$ cat config.mk
export PLATFORM = sky130hd
export DESIGN_NAME = seq_alu
export DESIGN_NICKNAME = d
export VERILOG_FILES = /design/src/rtl/alu_pkg.sv /design/src/rtl/alu_addsub.sv /design/src/rtl/seq_alu.sv
export SDC_FILE = /design/constraint.sdc
export NUM_CORES = 1
export LEC_CHECK = 0
export CORE_AREA = 2 2 107 109
export DETAILED_ROUTE_END_ITERATION = 8
export DIE_AREA = 0 0 109 111
export PLACE_DENSITY = 0.82
export SYNTH_ARGS = -nofsm -noshare
export SYNTH_HDL_FRONTEND = slang
export SYNTH_SLANG_ARGS = --single-unit
$ cat constraint.sdc
create_clock -name clk -period 9.48 [get_ports clk]
set_input_delay 1.896 -clock clk [delete_from_list [all_inputs] [get_ports clk]]
set_output_delay 1.896 -clock clk [all_outputs]
set_load 0.02 [all_outputs]
$ cat src/rtl/alu_pkg.sv
// Shared opcode encodings and flag bit positions for the sequential ALU.
package alu_pkg;

  localparam logic [2:0] OP_ADD    = 3'b000;
  localparam logic [2:0] OP_SUB    = 3'b001;
  localparam logic [2:0] OP_AND    = 3'b010;
  localparam logic [2:0] OP_OR     = 3'b011;
  localparam logic [2:0] OP_XOR    = 3'b100;
  localparam logic [2:0] OP_ACC    = 3'b101;
  localparam logic [2:0] OP_CLRACC = 3'b110;
  localparam logic [2:0] OP_PASS   = 3'b111;

  // Flags vector is {N,Z,C,V}
  localparam logic [1:0] FLAG_N = 2'd3;
  localparam logic [1:0] FLAG_Z = 2'd2;
  localparam logic [1:0] FLAG_C = 2'd1;
  localparam logic [1:0] FLAG_V = 2'd0;

endpackage

$ cat src/rtl/alu_addsub.sv
// Combinational add/subtract with carry, signed overflow and optional saturation.
module alu_addsub #(
  parameter int unsigned WIDTH    = 16,
  parameter int unsigned SATURATE = 0
) (
  input  logic [WIDTH-1:0] x_i,
  input  logic [WIDTH-1:0] y_i,
  input  logic             sub_i,
  output logic [WIDTH-1:0] res_o,
  output logic             carry_o,
  output logic             ovf_o
);

  logic [WIDTH-1:0] y_eff;
  logic [WIDTH:0]   sum;
  logic [WIDTH-1:0] max_pos;
  logic [WIDTH-1:0] min_neg;

  // Subtraction is x + ~y + 1, so the carry out is the inverted borrow.
  always_comb begin
    y_eff   = sub_i ? ~y_i : y_i;
    sum     = {1'b0, x_i} + {1'b0, y_eff} + {{WIDTH{1'b0}}, sub_i};
    carry_o = sum[WIDTH];
    ovf_o   = (x_i[WIDTH-1] == y_eff[WIDTH-1]) && (sum[WIDTH-1] != x_i[WIDTH-1]);
    max_pos = {1'b0, {(WIDTH-1){1'b1}}};
    min_neg = {1'b1, {(WIDTH-1){1'b0}}};
    res_o   = sum[WIDTH-1:0];
    // On overflow the true result lies on the side given by the sign of x.
    if ((SATURATE != 0) && ovf_o) begin
      res_o = x_i[WIDTH-1] ? min_neg : max_pos;
    end
  end

endmodule

$ cat src/rtl/seq_alu.sv
// Two-stage pipelined ALU with valid/ready handshake and a running accumulator.
module seq_alu
  import alu_pkg::*;
#(
  parameter int unsigned WIDTH    = 16,
  parameter int unsigned SATURATE = 0
) (
  input  logic             clk,
  input  logic             rst,
  input  logic             in_valid,
  output logic             in_ready,
  input  logic [2:0]       op,
  input  logic [WIDTH-1:0] a,
  input  logic [WIDTH-1:0] b,
  output logic             out_valid,
  input  logic             out_ready,
  output logic [WIDTH-1:0] g,
  output logic [3:0]       flags
);

  logic             s1_valid_q, s1_valid_d;
  logic [2:0]       s1_op_q, s1_op_d;
  logic [WIDTH-1:0] s1_a_q, s1_a_d;
  logic [WIDTH-1:0] s1_b_q, s1_b_d;
  logic [WIDTH-1:0] acc_q, acc_d;
  logic             out_valid_q, out_valid_d;
  logic [WIDTH-1:0] g_q, g_d;
  logic [3:0]       flags_q, flags_d;

  logic             s2_adv;
  logic             accept;
  logic             move;
  logic [WIDTH-1:0] ar_x, ar_y;
  logic             ar_sub;
  logic [WIDTH-1:0] ar_res;
  logic             ar_c, ar_v;
  logic [WIDTH-1:0] res;
  logic [3:0]       res_flags;

  // Handshake: S2 advances unless its result is blocked; S1 accepts when it can drain.
  always_comb begin
    s2_adv   = !out_valid_q || out_ready;
    in_ready = !rst && (!s1_valid_q || s2_adv);
    accept   = in_valid && in_ready;
    move     = s1_valid_q && s2_adv;
  end

  // ACC adds the accumulator and a; other arithmetic uses a and b.
  always_comb begin
    ar_x   = (s1_op_q == OP_ACC) ? acc_q : s1_a_q;
    ar_y   = (s1_op_q == OP_ACC) ? s1_a_q : s1_b_q;
    ar_sub = (s1_op_q == OP_SUB);
  end

  alu_addsub #(
    .WIDTH   (WIDTH),
    .SATURATE(SATURATE)
  ) u_addsub (
    .x_i    (ar_x),
    .y_i    (ar_y),
    .sub_i  (ar_sub),
    .res_o  (ar_res),
    .carry_o(ar_c),
    .ovf_o  (ar_v)
  );

  // Result and flag decode for the operation sitting in S1.
  always_comb begin
    res       = '0;
    res_flags = '0;
    case (s1_op_q)
      OP_ADD, OP_SUB, OP_ACC: begin
        res               = ar_res;
        res_flags[FLAG_C] = ar_c;
        res_flags[FLAG_V] = ar_v;
      end
      OP_AND:    res = s1_a_q & s1_b_q;
      OP_OR:     res = s1_a_q | s1_b_q;
      OP_XOR:    res = s1_a_q ^ s1_b_q;
      OP_PASS:   res = s1_b_q;
      OP_CLRACC: res = '0;
      default:   res = '0;
    endcase
    res_flags[FLAG_N] = res[WIDTH-1];
    res_flags[FLAG_Z] = (res == '0);
  end

  // Next state for both stages and the accumulator.
  always_comb begin
    s1_valid_d  = s1_valid_q;
    s1_op_d     = s1_op_q;
    s1_a_d      = s1_a_q;
    s1_b_d      = s1_b_q;
    acc_d       = acc_q;
    out_valid_d = out_valid_q;
    g_d         = g_q;
    flags_d     = flags_q;
    if (accept) begin
      s1_valid_d = 1'b1;
      s1_op_d    = op;
      s1_a_d     = a;
      s1_b_d     = b;
    end else if (move) begin
      s1_valid_d = 1'b0;
    end
    if (s2_adv) begin
      out_valid_d = s1_valid_q;
    end
    if (move) begin
      g_d     = res;
      flags_d = res_flags;
      if (s1_op_q == OP_ACC) begin
        acc_d = ar_res;
      end else if (s1_op_q == OP_CLRACC) begin
        acc_d = '0;
      end
    end
  end

  // State registers, cleared asynchronously.
  always_ff @(posedge clk or posedge rst) begin
    if (rst) begin
      s1_valid_q  <= 1'b0;
      s1_op_q     <= OP_ADD;
      s1_a_q      <= '0;
      s1_b_q      <= '0;
      acc_q       <= '0;
      out_valid_q <= 1'b0;
      g_q         <= '0;
      flags_q     <= '0;
    end else begin
      s1_valid_q  <= s1_valid_d;
      s1_op_q     <= s1_op_d;
      s1_a_q      <= s1_a_d;
      s1_b_q      <= s1_b_d;
      acc_q       <= acc_d;
      out_valid_q <= out_valid_d;
      g_q         <= g_d;
      flags_q     <= flags_d;
    end
  end

  assign out_valid = out_valid_q;
  assign g         = g_q;
  assign flags     = flags_q;

endmodule

==> impl_metrics.csv <==
group,metric,value,unit
route,drt_wl_total,13070,µm
power,p_leak,2.886,nW
setup_path,critPathMaxFanout,2,
route,viasPerCell,5.734,
cts,hold_buffers,0,
power,clkPwrFrac,0.227,
route,drt_iter0_drc,242,
synthesis,synth_seq_area_share,0.3379,
route,wire_per_inst,17.38,µm
power,seqPwrFrac,0.280,
route,vias,4312,
sta,maxSlewHeadroom,0.3272,
cts,clkLatencyLatePin,0.34,ns
floorplanning,initial_core_util,0.4813,
route,ant_nets,0,
synthesis,ys_async_sr_fraction,1.000,
cells_and_area,multi_input_area,0.003218,mm²
cells_and_area,area_delta_synth_final,18.87,%
cts,clock-root-buffer,"clkbuf_16",
outcome,outcome,"completed",
cts,ctsHtreeMaxLevel,3,
global_routing,grtUsageTotal,0.2280,
sta,tightest_slew,1.007,ns
sta,drv_slew,0,
cells_and_area,drive_gt1_frac,0.1511,
synthesis,synth_seq_cells,72,
power,p_int,0.001011,W
cts,cts.clk_slew.worst_paths,0.06,ns
floorplanning,die_h,111,µm
sta,rsz0062_at_grt,"false",
power,combPwrFrac,0.493,
sta,finClkSkew,0.005675,ns
cells_and_area,regArea,0.001802,mm²
setup_path,start_kind,"input pin",
sta,period_minus_slack,5.123,ns
synthesis,synth_cells,557,
power,power,0.001666,W
global_routing,grt_pass1_wl,21220,µm
synthesis,synth.avg_cell_area,9.572,µm²
global_routing,grt-ovfl-total,0,
sta,whs,0.4810,ns
floorplanning,pin_count,61,
cells_and_area,mostFrequentLayoutCells,"dfrtp_1, clkdlybuf4s50_1, mux2_2, nand2_1, ha_1",
cells_and_area,filler_cell_count,933,
cts,cts_max_path_buffers,2,
job,max_cap_viol_count,0,
sta,setup_viol,0,
synthesis,synth_edf_count,0,
floorplanning,die-area,0.01210,mm²
setup_path,crit_required,7.58,ns
cts,post_cts_buffers,0,
synthesis,synth_area,0.005331,mm²
power,switching_power,0.0006551,W
power,peakVddDrop,0.1147,mV
floorplanning,coreArea,0.01108,mm²
synthesis,ys_warn_count,0,
synthesis,ys.flop_type,"dfrtp_1",
cells_and_area,n_antenna_cell,0,
power,power_per_cell_area,262.9,mW/mm²
power,swShare,0.3932,
sta,hold_viol_final,0,
placed_design,gp_congestion,0.9163,
synthesis,synth_fp_nets,644,
floorplanning,die_w,109,µm
setup_path,cp.arrival,3.23,ns
placed_design,numPortBuffers,60,
cts,cts_sinks,72,
setup_path,criticalPathCategory,"input pin to output pin",
cts,ctsResizeCount,0,
setup_path,end_kind,"output pin",
floorplanning,rows,39,
route,first_pass_iters,5,
cts,cts_made_buffers,9,
cts,cts_tree,"done",
hold_path,hold_class,"flip-flop to flip-flop",
synthesis,synthDistinctLibCells,63,
global_routing,grt_pass1_vias,4057,
placed_design,place_hpwl,9569,µm
route,drc_errors,0,
cells_and_area,final_common_cell,"dfrtp_1",
global_routing,antenna_found_initial,0,
sta,fmax,195.2,MHz
sta,tns,0,ns
cells_and_area,nNetsFinal,691,
sta,fin_crit_sh,0.5404,
global_routing,grt_max_degree,73,
[synth_stat cells (2+ instances only)]
cell       instances  area share
buf_6              2      0.0042
nor3_1             7      0.0066
buf_2              6      0.0056
a21boi_0           3      0.0042
nand4_1            4      0.0047
buf_4              5      0.0070
nor2_1            15       0.011
o211ai_1           5      0.0070
inv_1             40       0.028
nand2b_1           9       0.011
a21oi_1           33       0.031
o221ai_1           3      0.0049
a22o_1             6      0.0099
ha_1              47        0.11
xor2_1             7       0.011
o22ai_1           10       0.012
a2bb2oi_1         10       0.016
mux2_2            58        0.12
a211oi_1           6      0.0084
mux2i_1           23       0.043
and2_1             4      0.0047
buf_1              2      0.0014
a221o_1            3      0.0056
nor2b_1            7      0.0082
dfrtp_1           72        0.34
or4b_1             2      0.0038
clkbuf_1          16       0.011
a21o_1             6      0.0084
nand2_1           55       0.039
o31ai_1            6      0.0084
o21ai_1            2      0.0019
o21bai_1           4      0.0056
nand3_1            6      0.0056
o21ai_0           36       0.034
xnor2_1            9       0.015
[registers in the layout, indices dropped and copies added, names as in the netlist]
name	cells
g	16
acc_q	16
flags	3
s1_valid_q	1
s1_op_q	3
s1_b_q	16
s1_a_q	16
out_valid	1
[cells by family after synthesis]
family / count (synthesis) / synth area share
mux: 81 / 0.1657
fa+ha+maj: 48 / 0.1141
xor+xnor: 17 / 0.02934
buf+inv: 72 / 0.05844
flops: 72 / 0.3379
simple gates: 121 / 0.1138
compound gates: 146 / 0.1807
[power groups by stage]
stage	Combinational [W]	Sequential, W	Clock [W]
floorplan	0.000549	0.000495	0
CTS	0.000818	0.000467	0.000384
global placement	0.000795	0.000469	0
finish	0.000821	0.000466	0.000379
detailed placement	0.000815	0.000471	0
global route	0.000904	0.000479	0.000400
[cell type report]
class,instances,share of cell area
multi-input cells,413,0.5078
clock buffers,11,0.03988
repair buffers,67,0.1031
flip-flops and latches,72,0.2843
well taps,143,0.02823
inverters,41,0.02428
clock inverters,5,0.01244
[metal layers]
| metal | vias to the layer above | GRT usage | wire length (µm) |
|---|---|---|---|
| li1 | 2096 | - | - |
| met1 | 2089 | 0.3430 | 6388 |
| met2 | 113 | 0.3342 | 5842 |
| met3 | 14 | 0.03645 | 636 |
| met4 | 0 | 0.07009 | 206 |
| met5 | - | 0 | 0 |
[critical path, stage by stage]
cell and delay [ns]:
clkdlybuf4s50_1 0.47, nor2b_1 0.06, a21oi_1 0.18, clkdlybuf4s50_1 0.63
[per-stage QoR]
stage,setup slack [ns],instance area [µm²],utilization,instances
floorplan,5.249,5331,-,557
global placement,4.363,6006,0.5422,736
detailed placement,4.361,6006,0.5422,736
CTS,4.348,6337,0.5721,752
global route,4.304,6337,0.5721,752
finish,4.357,6337,0.5721,752
[path summary, 6_finish.rpt]
path,start,endpoint,slack [ns],cells after the start
max in group asynchronous,rst,g[1],6.70,3
max reg2reg,s1_op_q[1],flags[2],4.83,14
min reg2reg,g[3],g[3],0.48,2
min in group asynchronous,rst,s1_valid_q,2.20,3
max,out_ready,in_ready,4.36,4
min,g[3],g[3],0.48,2
Note: power is estimated with default switching activity, not from simulation.
